==> config.mk <==
export PLATFORM = sky130hd
export DESIGN_NAME = rv32i_exec_ctrl
export DESIGN_NICKNAME = d
export VERILOG_FILES = /design/src/rtl/rv32i_exec_ctrl_pkg.sv /design/src/rtl/rv32_alu.sv /design/src/rtl/rv32i_exec_ctrl.sv
export SDC_FILE = /design/constraint.sdc
export NUM_CORES = 1
export LEC_CHECK = 0
export CAP_MARGIN = 0
export CELL_PAD_IN_SITES_DETAIL_PLACEMENT = 1
export CELL_PAD_IN_SITES_GLOBAL_PLACEMENT = 2
export CORE_ASPECT_RATIO = 1.75
export CORE_MARGIN = 2
export CORE_UTILIZATION = 31
export DETAILED_ROUTE_END_ITERATION = 8
export PLACE_DENSITY_LB_ADDON = 0.2
export SETUP_SLACK_MARGIN = 0.3
export SYNTH_ARGS = -nofsm -noshare
export SYNTH_HDL_FRONTEND = slang
export SYNTH_SLANG_ARGS = --single-unit
==> constraint.sdc <==
create_clock -name clock -period 2.8 [get_ports clock]
set_clock_uncertainty 0.2 [all_clocks]
set_input_delay 0.56 -clock clock [delete_from_list [all_inputs] [get_ports clock]]
set_output_delay 0.56 -clock clock [all_outputs]
set_load 0.01 [all_outputs]
==> src/rtl/rv32i_exec_ctrl_pkg.sv <==
// Shared encodings for the RV32I execute/control slice: opcodes, immediate
// formats, ALU operations, branch kinds and ALU operand selects.
package rv32i_exec_ctrl_pkg;

    localparam logic [6:0] OPC_LUI    = 7'b0110111;
    localparam logic [6:0] OPC_AUIPC  = 7'b0010111;
    localparam logic [6:0] OPC_JAL    = 7'b1101111;
    localparam logic [6:0] OPC_JALR   = 7'b1100111;
    localparam logic [6:0] OPC_BRANCH = 7'b1100011;
    localparam logic [6:0] OPC_LOAD   = 7'b0000011;
    localparam logic [6:0] OPC_STORE  = 7'b0100011;
    localparam logic [6:0] OPC_OPIMM  = 7'b0010011;
    localparam logic [6:0] OPC_OP     = 7'b0110011;

    localparam logic [2:0] EXT_I = 3'b000;
    localparam logic [2:0] EXT_U = 3'b001;
    localparam logic [2:0] EXT_S = 3'b010;
    localparam logic [2:0] EXT_B = 3'b011;
    localparam logic [2:0] EXT_J = 3'b100;

    // Bit 3 selects the alternate form (sub/sra) and unsigned compare.
    localparam logic [3:0] ALU_ADD   = 4'b0000;
    localparam logic [3:0] ALU_SUB   = 4'b1000;
    localparam logic [3:0] ALU_SLL   = 4'b0001;
    localparam logic [3:0] ALU_SLT   = 4'b0010;
    localparam logic [3:0] ALU_SLTU  = 4'b1010;
    localparam logic [3:0] ALU_COPYB = 4'b0011;
    localparam logic [3:0] ALU_XOR   = 4'b0100;
    localparam logic [3:0] ALU_SRL   = 4'b0101;
    localparam logic [3:0] ALU_SRA   = 4'b1101;
    localparam logic [3:0] ALU_OR    = 4'b0110;
    localparam logic [3:0] ALU_AND   = 4'b0111;

    localparam logic [2:0] BR_NONE = 3'b000;
    localparam logic [2:0] BR_JAL  = 3'b001;
    localparam logic [2:0] BR_JALR = 3'b010;
    localparam logic [2:0] BR_EQ   = 3'b100;
    localparam logic [2:0] BR_NE   = 3'b101;
    localparam logic [2:0] BR_LT   = 3'b110;
    localparam logic [2:0] BR_GE   = 3'b111;

    localparam logic       ASRC_RS1  = 1'b0;
    localparam logic       ASRC_PC   = 1'b1;
    localparam logic [1:0] BSRC_RS2  = 2'b00;
    localparam logic [1:0] BSRC_IMM  = 2'b01;
    localparam logic [1:0] BSRC_FOUR = 2'b10;

    typedef struct packed {
        logic [2:0] ext_op;
        logic       reg_wr;
        logic       mem_to_reg;
        logic       mem_wr;
        logic [2:0] mem_op;
        logic       alu_asrc;
        logic [1:0] alu_bsrc;
        logic [3:0] alu_ctr;
        logic [2:0] branch;
    } ctrl_t;

endpackage

==> src/rtl/rv32_alu.sv <==
// RV32I ALU: result plus less/zero flags from A vs B, purely combinational.
// Flags are always derived from A and B regardless of which operation is selected.
module rv32_alu
    import rv32i_exec_ctrl_pkg::*;
(
    input  logic [31:0] a,
    input  logic [31:0] b,
    input  logic [3:0]  alu_ctr,
    output logic [31:0] result,
    output logic        less,
    output logic        zero
);

    always_comb begin
        less   = alu_ctr[3] ? (a < b) : ($signed(a) < $signed(b));
        zero   = (a == b);
        result = '0;
        case (alu_ctr)
            ALU_ADD:   result = a + b;
            ALU_SUB:   result = a - b;
            ALU_SLL:   result = a << b[4:0];
            ALU_SLT,
            ALU_SLTU:  result = {31'b0, less};
            ALU_COPYB: result = b;
            ALU_XOR:   result = a ^ b;
            ALU_SRL:   result = a >> b[4:0];
            ALU_SRA:   result = $unsigned($signed(a) >>> b[4:0]);
            ALU_OR:    result = a | b;
            ALU_AND:   result = a & b;
            default:   result = '0;
        endcase
    end

endmodule

==> src/rtl/rv32i_exec_ctrl.sv <==
// RV32I execute/control slice: decode, operand mux, ALU and branch condition.
// All outputs except ext_op are registered once (latency 1); ext_op is combinational.
module rv32i_exec_ctrl
    import rv32i_exec_ctrl_pkg::*;
(
    input  logic        clock,
    input  logic        reset,
    input  logic [31:0] instr,
    input  logic [31:0] pc,
    input  logic [31:0] rs1,
    input  logic [31:0] rs2,
    input  logic [31:0] imm,
    output logic [2:0]  ext_op,
    output logic        reg_wr,
    output logic        mem_to_reg,
    output logic        mem_wr,
    output logic [2:0]  mem_op,
    output logic [31:0] result,
    output logic        less,
    output logic        zero,
    output logic        pca_src,
    output logic        pcb_src
);

    logic [6:0]  opcode;
    logic [2:0]  funct3;
    ctrl_t       ctrl;
    logic [31:0] alu_a, alu_b, alu_res;
    logic        alu_less, alu_zero;
    logic        pca_src_d, pcb_src_d;
    logic        unused_instr_bits;

    assign opcode = instr[6:0];
    assign funct3 = instr[14:12];
    assign unused_instr_bits = ^{instr[31], instr[29:15], instr[11:7]};

    always_comb begin
        ctrl = '0;
        case (opcode)
            OPC_LUI: begin
                ctrl.ext_op = EXT_U;  ctrl.reg_wr = 1'b1;
                ctrl.alu_bsrc = BSRC_IMM;  ctrl.alu_ctr = ALU_COPYB;
            end
            OPC_AUIPC: begin
                ctrl.ext_op = EXT_U;  ctrl.reg_wr = 1'b1;  ctrl.alu_asrc = ASRC_PC;
                ctrl.alu_bsrc = BSRC_IMM;  ctrl.alu_ctr = ALU_ADD;
            end
            OPC_JAL: begin
                ctrl.ext_op = EXT_J;  ctrl.reg_wr = 1'b1;  ctrl.alu_asrc = ASRC_PC;
                ctrl.alu_bsrc = BSRC_FOUR;  ctrl.alu_ctr = ALU_ADD;  ctrl.branch = BR_JAL;
            end
            OPC_JALR: begin
                ctrl.ext_op = EXT_I;  ctrl.reg_wr = 1'b1;  ctrl.alu_asrc = ASRC_PC;
                ctrl.alu_bsrc = BSRC_FOUR;  ctrl.alu_ctr = ALU_ADD;  ctrl.branch = BR_JALR;
            end
            OPC_BRANCH: begin
                ctrl.ext_op   = EXT_B;
                ctrl.alu_bsrc = BSRC_RS2;
                ctrl.alu_ctr  = (funct3[2:1] == 2'b11) ? ALU_SLTU : ALU_SLT;
                case (funct3)
                    3'b000:         ctrl.branch = BR_EQ;
                    3'b001:         ctrl.branch = BR_NE;
                    3'b100, 3'b110: ctrl.branch = BR_LT;
                    3'b101, 3'b111: ctrl.branch = BR_GE;
                    default:        ctrl.branch = BR_NONE;
                endcase
            end
            OPC_LOAD: begin
                ctrl.ext_op = EXT_I;  ctrl.reg_wr = 1'b1;  ctrl.mem_to_reg = 1'b1;
                ctrl.alu_bsrc = BSRC_IMM;  ctrl.alu_ctr = ALU_ADD;  ctrl.mem_op = funct3;
            end
            OPC_STORE: begin
                ctrl.ext_op = EXT_S;  ctrl.mem_wr = 1'b1;
                ctrl.alu_bsrc = BSRC_IMM;  ctrl.alu_ctr = ALU_ADD;  ctrl.mem_op = funct3;
            end
            OPC_OPIMM: begin
                // Only shift-right reads instr[30]; it is an imm bit for addi.
                ctrl.ext_op = EXT_I;  ctrl.reg_wr = 1'b1;  ctrl.alu_bsrc = BSRC_IMM;
                ctrl.alu_ctr = {(funct3 == 3'b101) & instr[30], funct3};
                if (funct3 == 3'b011) ctrl.alu_ctr = ALU_SLTU;
            end
            OPC_OP: begin
                ctrl.reg_wr = 1'b1;  ctrl.alu_bsrc = BSRC_RS2;
                ctrl.alu_ctr = {((funct3 == 3'b000) || (funct3 == 3'b101)) & instr[30], funct3};
                if (funct3 == 3'b011) ctrl.alu_ctr = ALU_SLTU;
            end
            default: ctrl = '0;
        endcase
    end

    always_comb begin
        alu_a = (ctrl.alu_asrc == ASRC_PC) ? pc : rs1;
        case (ctrl.alu_bsrc)
            BSRC_IMM:  alu_b = imm;
            BSRC_FOUR: alu_b = 32'd4;
            default:   alu_b = rs2;
        endcase
    end

    rv32_alu u_alu (
        .a       (alu_a),
        .b       (alu_b),
        .alu_ctr (ctrl.alu_ctr),
        .result  (alu_res),
        .less    (alu_less),
        .zero    (alu_zero)
    );

    always_comb begin
        pca_src_d = 1'b0;
        pcb_src_d = 1'b0;
        case (ctrl.branch)
            BR_JAL:  pca_src_d = 1'b1;
            BR_JALR: begin pca_src_d = 1'b1; pcb_src_d = 1'b1; end
            BR_EQ:   pca_src_d = alu_zero;
            BR_NE:   pca_src_d = ~alu_zero;
            BR_LT:   pca_src_d = alu_less;
            BR_GE:   pca_src_d = ~alu_less;
            default: ;
        endcase
    end

    logic        reg_wr_q, mem_to_reg_q, mem_wr_q, less_q, zero_q, pca_src_q, pcb_src_q;
    logic [2:0]  mem_op_q;
    logic [31:0] result_q;

    always_ff @(posedge clock or negedge reset) begin
        if (!reset) begin
            reg_wr_q     <= 1'b0;
            mem_to_reg_q <= 1'b0;
            mem_wr_q     <= 1'b0;
            mem_op_q     <= 3'b000;
            result_q     <= '0;
            less_q       <= 1'b0;
            zero_q       <= 1'b0;
            pca_src_q    <= 1'b0;
            pcb_src_q    <= 1'b0;
        end else begin
            reg_wr_q     <= ctrl.reg_wr;
            mem_to_reg_q <= ctrl.mem_to_reg;
            mem_wr_q     <= ctrl.mem_wr;
            mem_op_q     <= ctrl.mem_op;
            result_q     <= alu_res;
            less_q       <= alu_less;
            zero_q       <= alu_zero;
            pca_src_q    <= pca_src_d;
            pcb_src_q    <= pcb_src_d;
        end
    end

    assign ext_op     = ctrl.ext_op;
    assign reg_wr     = reg_wr_q;
    assign mem_to_reg = mem_to_reg_q;
    assign mem_wr     = mem_wr_q;
    assign mem_op     = mem_op_q;
    assign result     = result_q;
    assign less       = less_q;
    assign zero       = zero_q;
    assign pca_src    = pca_src_q;
    assign pcb_src    = pcb_src_q;

endmodule

* After elaboration in Yosys (flattened, before gate mapping)
Index checks and enable logic that the tools add are counted.
Word-level totals: logic and storage cells 89, flip-flop bits (word level) 42, input port bits 162
Operators by class: equality and inequality tests 35, add/subtract/negate cells 2, bitwise gates (word level) 7, reduce and logical (&&, ||, !) cells 13, shift operators 3, order comparisons 2, muxes and demuxes 18
Operators by type and width (number):
- case mux 32 bit (10 select lines) | 1
- < comparator 32 bit | 2
- case mux 32 bit (2 select lines) | 1
- case mux 6 bit (6 select lines) | 1
- adder 32 bit | 1
- AND 32 bit | 1
- equality test 32 bit | 1
- 2-to-1 mux 32 bit | 1
- bitwise OR 32 bit | 1
- left shift 32 x 5 -> 32 bit | 1
- right shift 32 x 5 -> 32 bit | 1
- >>> shifter 32 x 5 -> 32 bit | 1
- subtractor 32 bit | 1
- XOR 32 bit | 1
- equality test 3 bit, second input constant | 8
- case mux 3 bit (4 select lines) | 2
- equality test 7 x 6 -> 1 bit, second input constant | 3
- equality test 7 bit, second input constant | 3
- equality test 4 x 3 -> 1 bit, second input constant | 4
- equality test 7 x 5 -> 1 bit, second input constant | 2
- OR reduction 2 bit | 7
- equality test 4 bit, second input constant | 3
- 2-to-1 mux 4 bit | 3
- case mux 3 bit (3 select lines) | 1
- 17 further kinds | 29

* Depth between registers and ports, before layout
Gate-level depths: netlist of the first run.
depth after elaboration 11, depth in mapped cells 27, depth with buffers taken out 19

* By module
From an unflattened synthesis of the first run, not the netlist that was laid out.
Second synthesis, totals: cells, all modules 1449, area total of the unflattened synthesis 10496.3 um^2
By module, submodules not included:
- rv32_alu | sequential area each 0.0 um^2, times used 1, area each 8313.0 um^2, cells an instance 1268
- rv32i_exec_ctrl | sequential area each 1051.0 um^2, times used 1, area each 2183.3 um^2, cells an instance 181

* Worst setup path after synthesis of the first run
OpenSTA, ideal clock, no wires.
path type input-to-reg, from input port instr[2], to register result_q[31], in the netlist result[31], data required time 2.462 ns, arrival time 5.813 ns, slack -3.351 ns, stages on the path 27, path buffers 11, cells stage by stage buf_2 -> nand3_1 -> or2_1 -> buf_6 -> buf_2 -> buf_2 -> buf_2 -> ha_1 -> buf_4 -> nor2b_1 -> clkbuf_1 -> a22oi_1 -> clkbuf_1 -> clkbuf_1 -> clkbuf_1 -> ha_1 -> buf_2 -> nor2b_1 -> a221o_1 -> a31oi_2 -> o21ai_2 -> a221oi_2 -> o31ai_1 -> a211o_1 -> a41o_1 -> a221oi_1 -> o211ai_1
On the way: cells in the longest elaborated chain, start to end 7
Ends and longest elaborated chain:
- from (decl) | RTL line rv32i_exec_ctrl.sv:8 | input logic [31:0] instr,
- equality test 7 x 6 -> 1 bit (tied with other cells) | RTL line rv32i_exec_ctrl.sv:39 | case (opcode)
- OR reduction 3 bit (no line) or OR reduction 2 bit (tied branches)
- case mux 6 bit (6 select lines) | RTL line rv32i_exec_ctrl.sv:39
- equality test 2 bit or equality test 2 x 1 -> 1 bit (tied branches) | RTL line rv32i_exec_ctrl.sv:93 | case (ctrl.alu_bsrc)
- case mux 32 bit (2 select lines) | RTL line rv32i_exec_ctrl.sv:93
- subtractor 32 bit (tied with other cells) | RTL line rv32_alu.sv:20 | ALU_SUB: result = a - b;
- case mux 32 bit (10 select lines) * | RTL line rv32_alu.sv:18 | case (alu_ctr)
- via alu_res[31] | RTL line rv32i_exec_ctrl.sv:28 | logic [31:0] alu_a, alu_b, alu_res;
- to (signal assigned) | RTL line rv32i_exec_ctrl.sv:143 | result_q <= alu_res;
- to (decl) | RTL line rv32i_exec_ctrl.sv:125 | logic [31:0] result_q;
The timed path passes the listed nets; every way through them passes the cells marked *.

* Worst setup path after layout of the first run
from input port instr[3], to register result_q[31], in the netlist result[31]
The elaborated chain is that of the path after synthesis.

==> key figures, run 1 <==
Floorplanning
  • Die Area: between 40000 and 50000 sq um
  • Starting Density: a little under a third
  • Die X: around 150 microns
  • Cell row count: between 90 and 100
  • Die Ht: between 200 and 300 microns
  • Core ar.: 38300 sq um
  • I/O pins: between 200 and 250

Drt
  • Via count: about 19000
  • Number of remaining DRC errors: 0
  • Drt pass-1 iters: 5
  • Drt wl/cell: a little under 30 microns
  • Drt initial violations: roughly 1200
  • Vias per inst: just over 6
  • Routed Wire Length: between 90000 and 100000 microns
  • ANT nets after route: 0

Clocking
  • H-tree depth: 2
  • Clk buf depth: 2
  • Clock root buffer master: clkbuf_16
  • Clock slew at reported path FFs: ~80 ps
  • CTS buffer count: 5
  • CTS tree: done
  • CTS Sinks: 42

GRT
  • First-pass GRT wire length: approximately 130000 microns
  • Vias in the first global route: a little over 20000
  • Initial antenna violation count: 4
  • GRT Residual Overflow: 0
  • Largest net degree at the start of global routing: just over 60
  • Total GRT Usage: between 40% and 50%

STA
  • Final hold violation count: 0
  • Max frequency: 0.200 GHz
  • Max transition margin: 31.1%
  • Final setup margin: -2210 ps
  • Fin Setup TNS: -67970 ps
  • Unrepaired setup endpoints after global routing: true
  • Final setup viols: 35
  • Minimum clock period: 5010 ps
  • Pins Over Slew Limit: 0
  • Slew @ Worst Pin: slightly above 1000 ps
  • Period utilization: 179%

Worst setup path
  • Critical path arrival: 5000 ps
  • CP Capture Type: register
  • CP Launch Point: instr[3]
  • Nature of the critical path startpoint: input port
  • Crit path to: result[31]$_DFF_PN0_
  • Critical path required time: ~2800 ps
  • Crit Path Class: input port to register
  • Worst-path maximum fanout: 7

Cells and area
  • Most frequent cells in the layout: buf_4, clkdlybuf4s50_1, nand2_1, nor2_1, mux2i_1
  • Most common cell after layout, fill and taps aside: buf_4
  • Finished Layout Cells: 3073
  • Max reg flops: 32
  • Fillcell total: 4617
  • Layout net count: 2847
  • Area grow syn2layout: 89.2%
  • Share of cells above drive strength 1: a little under half
  • Finished Core Util: around three fifths

Power
  • Leakage power: between 10 and 15 nW
  • Peak supply drop: about 0.00024 V
  • PwrDens: about 290 nW/um^2
  • Total power: around 0.0066 W

Placement
  • RePlAce Congestion: just over 1
  • DPL Wire Length: 65800 microns
  • Setup WS pre-CTS: -2990 ps
  • Port bufs: approximately 190
  • Dpl cells: 2911

Synthesis
  • Distinct cell type count after synthesis: between 80 and 90
  • Largest area contributor in the netlist: ha_1
  • Post-synth ARST share: 100%
  • Average size of a mapped cell: roughly 7.0 sq um
  • Cells after synthesis: about 1700
  • Area of the mapped netlist: around 12000 sq um
  • Yosys reg bits: 42
  • Top cells by area, synth: ha_1, mux2i_1, dfrtp_1, o21ai_0, nand2_1
  • Post-synth EDFFs: 0
  • Syn Nets: between 1500 and 2000
  • Register area share after synthesis: between 8 and 9%
  • Ys flop type: dfrtp_1
  • Syn. warnings: 0
  • Post-synth top area share: 10.3%

Run status
  • Violated checks: negative setup slack
  • Status: complete, but fails checks

Min path
  • Worst Hold Class: input port to async pin

Flow run
  • MaxCap Viol Count: 0
## area by class of cell
class / count / area, sq um / area share [%]
multi-input combinational: 1429 / 11600 / 51.4
timing repair buffer: 1007 / 8800 / 38.8
sequential: 42 / 1050 / 4.64
tap: 485 / 607 / 2.68
inverter: 99 / 382 / 1.68
clock buffer: 7 / 133 / 0.585
clock inverter: 1 / 30.0 / 0.133
antenna: 3 / 7.51 / 0.0331
## metal layers
metal,share of wire (%),global-route usage (%),up-vias
met5,0,0,-
met4,11,38.3,0
met3,5.6,4.82,492
met2,50,75.6,996
met1,33,41.8,9367
li1,-,-,8211
## per-stage QoR
step / instance area (sq um) / hold slack [ps]
CTS: 22000 / 48.2
finish: 22700 / 28.3
detailed placement: 19200 / 392
global route: 22700 / 63.1
floorplan: 12400 / 64.4
global placement: 19200 / 396
## report_power, final
part | leakage, nW | internal (W) | switching [W] | total [W]
Sequential | 0.510 | 0.000721 | 0.0000477 | 0.000769
Combinational | 9.87 | 0.00242 | 0.00261 | 0.00503
Clock | 0.0781 | 0.000426 | 0.000357 | 0.000783
## worst min-delay path by stage
stage               start                    to  slack [ps]
global route        reset  result[27]$_DFF_PN0_          60
CTS                 reset  result[27]$_DFF_PN0_          50
detailed placement  reset  result[27]$_DFF_PN0_         390
floorplan           reset        less$_DFF_PN0_          60
global placement    reset  result[27]$_DFF_PN0_         400
finish              reset  result[27]$_DFF_PN0_          30
## synth_stat cells, types with 9 or more instances
cell type and n:
dfrtp_1 42, and3_1 28, a21oi_1 129, mux2_2 26
o22ai_1 28, o21ai_1 13, a211o_1 10, o21a_1 9
o31ai_1 9, a22o_1 10, mux2i_1 114, a221oi_1 46
nand3_1 47, nor4_1 15, o211ai_1 31, xnor2_1 19
a31o_2 22, o221ai_1 12, o21bai_1 14, nand4_1 20
a211oi_1 15, nor3_1 37, a21o_1 15, clkbuf_1 87
nor2_1 127, a22oi_1 32, ha_1 99, inv_1 94
buf_1 14, and2_1 12, a221o_1 15, nand2_1 173
buf_2 37, o21ai_0 133, nor2b_1 9, a31oi_1 26
nand2b_1 18
## worst max-delay path, stage by stage
cell      delay (ps)
buf_8            100
nand3b_1         220
nor2_4           160
o211a_4          190
ha_4             220
buf_6            130
buf_12           120
buf_6            110
buf_12           150
a22oi_2          330
buf_6            170
ha_4             140
buf_6            100
nor2b_4           30
a221o_1          390
a31oi_4          240
o21ai_4          150
a221oi_4         370
o31ai_4           90
a211o_1          350
a41o_1           280
a221oi_2         210
o211ai_1         140
## kinds of logic after synthesis
family / count (synthesis) / share of synthesized area (%)
xor+xnor: 22 / 1.61
simple gates: 521 / 20.5
fa+ha+maj: 101 / 10.7
flops: 42 / 8.78
mux: 151 / 13.9
buf+inv: 250 / 8.85
compound gates: 633 / 35.7
## what timing repair did
| item | 4_1_cts | 5_1_grt |
|---|---|---|
| cloned | 3 | 0 |
| buffers inserted | 124 | 24 |
| endpoints found under the setup margin | 38 | 38 |
| pin swaps | 131 | 108 |
| hold buffers | 0 | 0 |
| gates resized for setup | 398 | 106 |
No activity file was read; power rests on OpenSTA's default activity.
==> run 2, diff against run 1 <==
--- a/config.mk
+++ b/config.mk
@@ -9,7 +9,6 @@
 export CELL_PAD_IN_SITES_DETAIL_PLACEMENT = 1
 export CELL_PAD_IN_SITES_GLOBAL_PLACEMENT = 2
 export CORE_ASPECT_RATIO = 1.75
-export CORE_MARGIN = 2
 export CORE_UTILIZATION = 31
 export DETAILED_ROUTE_END_ITERATION = 8
 export PLACE_DENSITY_LB_ADDON = 0.2
==> run 2 against run 1 <==
Against the previous run:
- the run still ends with negative setup slack left
- final cell count down 0.78%
- critical path depth down 4
- design area shrank 0.54%
- via count down 2.2%
- die area decreased by 2.1%
- combinational power about the same
- count of clock-buffer cells in the layout fell by 1
- routed wire length down 4.1%
- flip-flop and latch count is the same
- utilization grew 0.31 points
- highest routed layer unchanged
- global-route usage shrank 0.082 points
- power is 1.6% lower
==> key figures, run 2 (synthesized netlist as in run 1, its figures left out) <==
Flow run
  • MaxCap Viol Count: 0 (unchanged)

GRT
  • GRT Residual Overflow: 0 (unchanged)
  • Largest net degree at the start of global routing: 61 (unchanged)
  • Total GRT Usage: 41.9% (was 42.0%)
  • Initial antenna violation count: 1 (was 4)
  • First-pass GRT wire length: 121000 microns (was 129000 microns)
  • Vias in the first global route: 19600 (was 20800)

STA
  • Unrepaired setup endpoints after global routing: true (unchanged)
  • Period utilization: 173% (was 179%)
  • Slew @ Worst Pin: 737 ps (was 1030 ps)
  • Fin Setup TNS: -61090 ps (was -67970 ps)
  • Final setup margin: -2040 ps (was -2210 ps)
  • Pins Over Slew Limit: 0 (unchanged)
  • Max frequency: 0.206 GHz (was 0.200 GHz)
  • Final setup viols: 35 (unchanged)
  • Max transition margin: 50.8% (was 31.1%)
  • Minimum clock period: 4840 ps (was 5010 ps)
  • Worst hold slack: 163 ps (was 28.3 ps)
  • Final hold violation count: 0 (unchanged)

Drt
  • Drt initial violations: 1066 (was 1181)
  • Vias per inst: 6.12 (was 6.20)
  • Drt pass-1 iters: 5 (unchanged)
  • Number of remaining DRC errors: 0 (unchanged)
  • Routed Wire Length: 86700 microns (was 90400 microns)
  • Via count: 18600 (was 19100)
  • Drt wl/cell: 28.4 microns (was 29.4 microns)
  • ANT nets after route: 0 (unchanged)

Clocking
  • Clk buf depth: 2 (unchanged)
  • Clock root buffer master: clkbuf_16 (unchanged)
  • Clock slew at reported path FFs: 80 ps (about the same)
  • CTS tree: done (unchanged)
  • CTS buffer count: 5 (unchanged)
  • CTS Sinks: 42 (unchanged)
  • H-tree depth: 2 (unchanged)

Run status
  • Violated checks: negative setup slack (unchanged)
  • Status: complete, but fails checks (unchanged)

Floorplanning
  • Core ar.: 37900 sq um (was 38300 sq um)
  • Die Area: 39500 sq um (was 40300 sq um)
  • I/O pins: 207 (unchanged)
  • Die X: 151 microns (was 153 microns)
  • Die Ht: 262 microns (was 264 microns)
  • Cell row count: 94 (was 95)
  • Starting Density: 31.6% (was 31.3%)

Placement
  • Port bufs: 185 (unchanged)
  • RePlAce Congestion: 1.01 (was 1.02)
  • DPL Wire Length: 66500 microns (was 65800 microns)
  • Dpl cells: 2930 (was 2911)

Cells and area
  • Most frequent cells in the layout: buf_4, clkdlybuf4s50_1, nand2_1, nor2_1, mux2i_1 (unchanged)
  • Most common cell after layout, fill and taps aside: buf_4 (unchanged)
  • Share of cells above drive strength 1: 45.5% (was 45.1%)
  • Fillcell total: 4530 (was 4617)
  • Finished Layout Cells: 3049 (was 3073)
  • Layout net count: 2830 (was 2847)
  • Area grow syn2layout: 88.2% (was 89.2%)
  • Max reg flops: 32 (unchanged)

Power
  • PwrDens: 287 nW/um^2 (was 290 nW/um^2)
  • Logic gate share of total power: 77.2% (was 76.4%)
  • Total power: 0.00647 W (was 0.00658 W)
  • Switching Share: 45.6% (was 45.8%)
  • Switching power: 0.00295 W (was 0.00301 W)
  • Leakage power: 10.4 nW (was 10.5 nW)
  • Internal: 0.00352 W (was 0.00357 W)
  • Sequential Power Share: 11.9% (was 11.7%)
  • Peak supply drop: 0.000235 V (was 0.000244 V)
  • Clock network fraction of design power: 10.9% (was 11.9%)

Min path
  • Worst Hold Class: input port to async pin (unchanged)

Worst setup path
  • Crit Path Class: input port to register (unchanged)
  • Worst-path maximum fanout: 6 (was 7)
  • Nature of the critical path startpoint: input port (unchanged)
  • Critical path arrival: 4840 ps (was 5000 ps)
  • CP Capture Type: register (unchanged)
  • Critical path required time: 2800 ps (was 2790 ps)
[run 2: changes by cell type in the layout (fill, tap and decap cells not counted), moves of 5 or more]
cell / change
mux2i_1: -6
a21oi_2: +8
a21oi_4: -5
a221oi_2: +5
buf_12: +8
o21ai_2: +9
buf_6: -23
a221oi_1: -6
a22oi_1: -5
a22oi_2: +5
o21ai_1: +15
buf_8: -9
o21ai_0: -25
[run 2: final timing paths]
kind	startpoint	end	slack, ps	cells after the start
worst max-delay path	instr[3]	result[29]$_DFF_PN0_	-2040	19
worst min-delay path	reset	zero$_DFF_PN0_	160	2
max in group asynchronous	reset	result[4]$_DFF_PN0_	1720	2
min in group clock	instr[6]	mem_wr$_DFF_PN0_	400	3
[run 2: timing repair]
item,4_1_cts,5_1_grt
buffers inserted,69,37
endpoints found under the setup margin,38,38
hold buffers,0,0
gates cloned,2,2
gates resized for setup,294,202
pin swaps,110,103
[run 2: worst max-delay path, cell delays in order]
cell	delay, ps
buf_8	100
nand3b_1	230
nor2_4	130
o211a_4	180
ha_4	220
nor2b_4	250
buf_12	160
buf_12	130
a22o_4	130
ha_4	200
buf_6	110
or4_4	520
or3_4	410
o311ai_4	480
nand2_2	140
o31a_1	330
o211a_1	240
a311oi_2	180
o211ai_1	120
[run 2: area by class of cell]
class                      count  area [sq um]  share of cell area, %
multi-input combinational   1428         11700                   51.8
antenna                        1          2.50                 0.0111
clock inverter                 2          12.5                 0.0555
clock buffer                   6           139                  0.616
timing repair buffer         991          8690                   38.6
inverter                      99           377                   1.67
tap                          480           601                   2.67
sequential                    42          1050                   4.66
[run 2: power groups by stage]
stage                     logic, W  clock network [W]  registers (W)
after detailed placement   0.00408                  0       0.000782
after global routing       0.00522           0.000722       0.000778
final                      0.00500           0.000704       0.000769
after global placement     0.00400                  0       0.000777
after CTS                  0.00451           0.000707       0.000770
after floorplan            0.00174                  0       0.000828
[run 2: through the flow]
stage	utilization [%]	area (sq um)	setup WS, ps
after floorplan	-	12400	-2490
after global placement	51.4	19400	-2950
after detailed placement	51.4	19400	-3080
after CTS	56.3	21300	-2030
after global routing	59.5	22500	-2170
final	59.5	22500	-2040
[run 2: routing by layer]
layer | vias to the layer above | part of all wire [%] | global-route usage (%)
li1 | 8167 | - | -
met1 | 9239 | 35 | 42.3
met2 | 843 | 50 | 76.4
met3 | 400 | 5.3 | 5.61
met4 | 0 | 9.8 | 33.3
met5 | - | 0 | 0
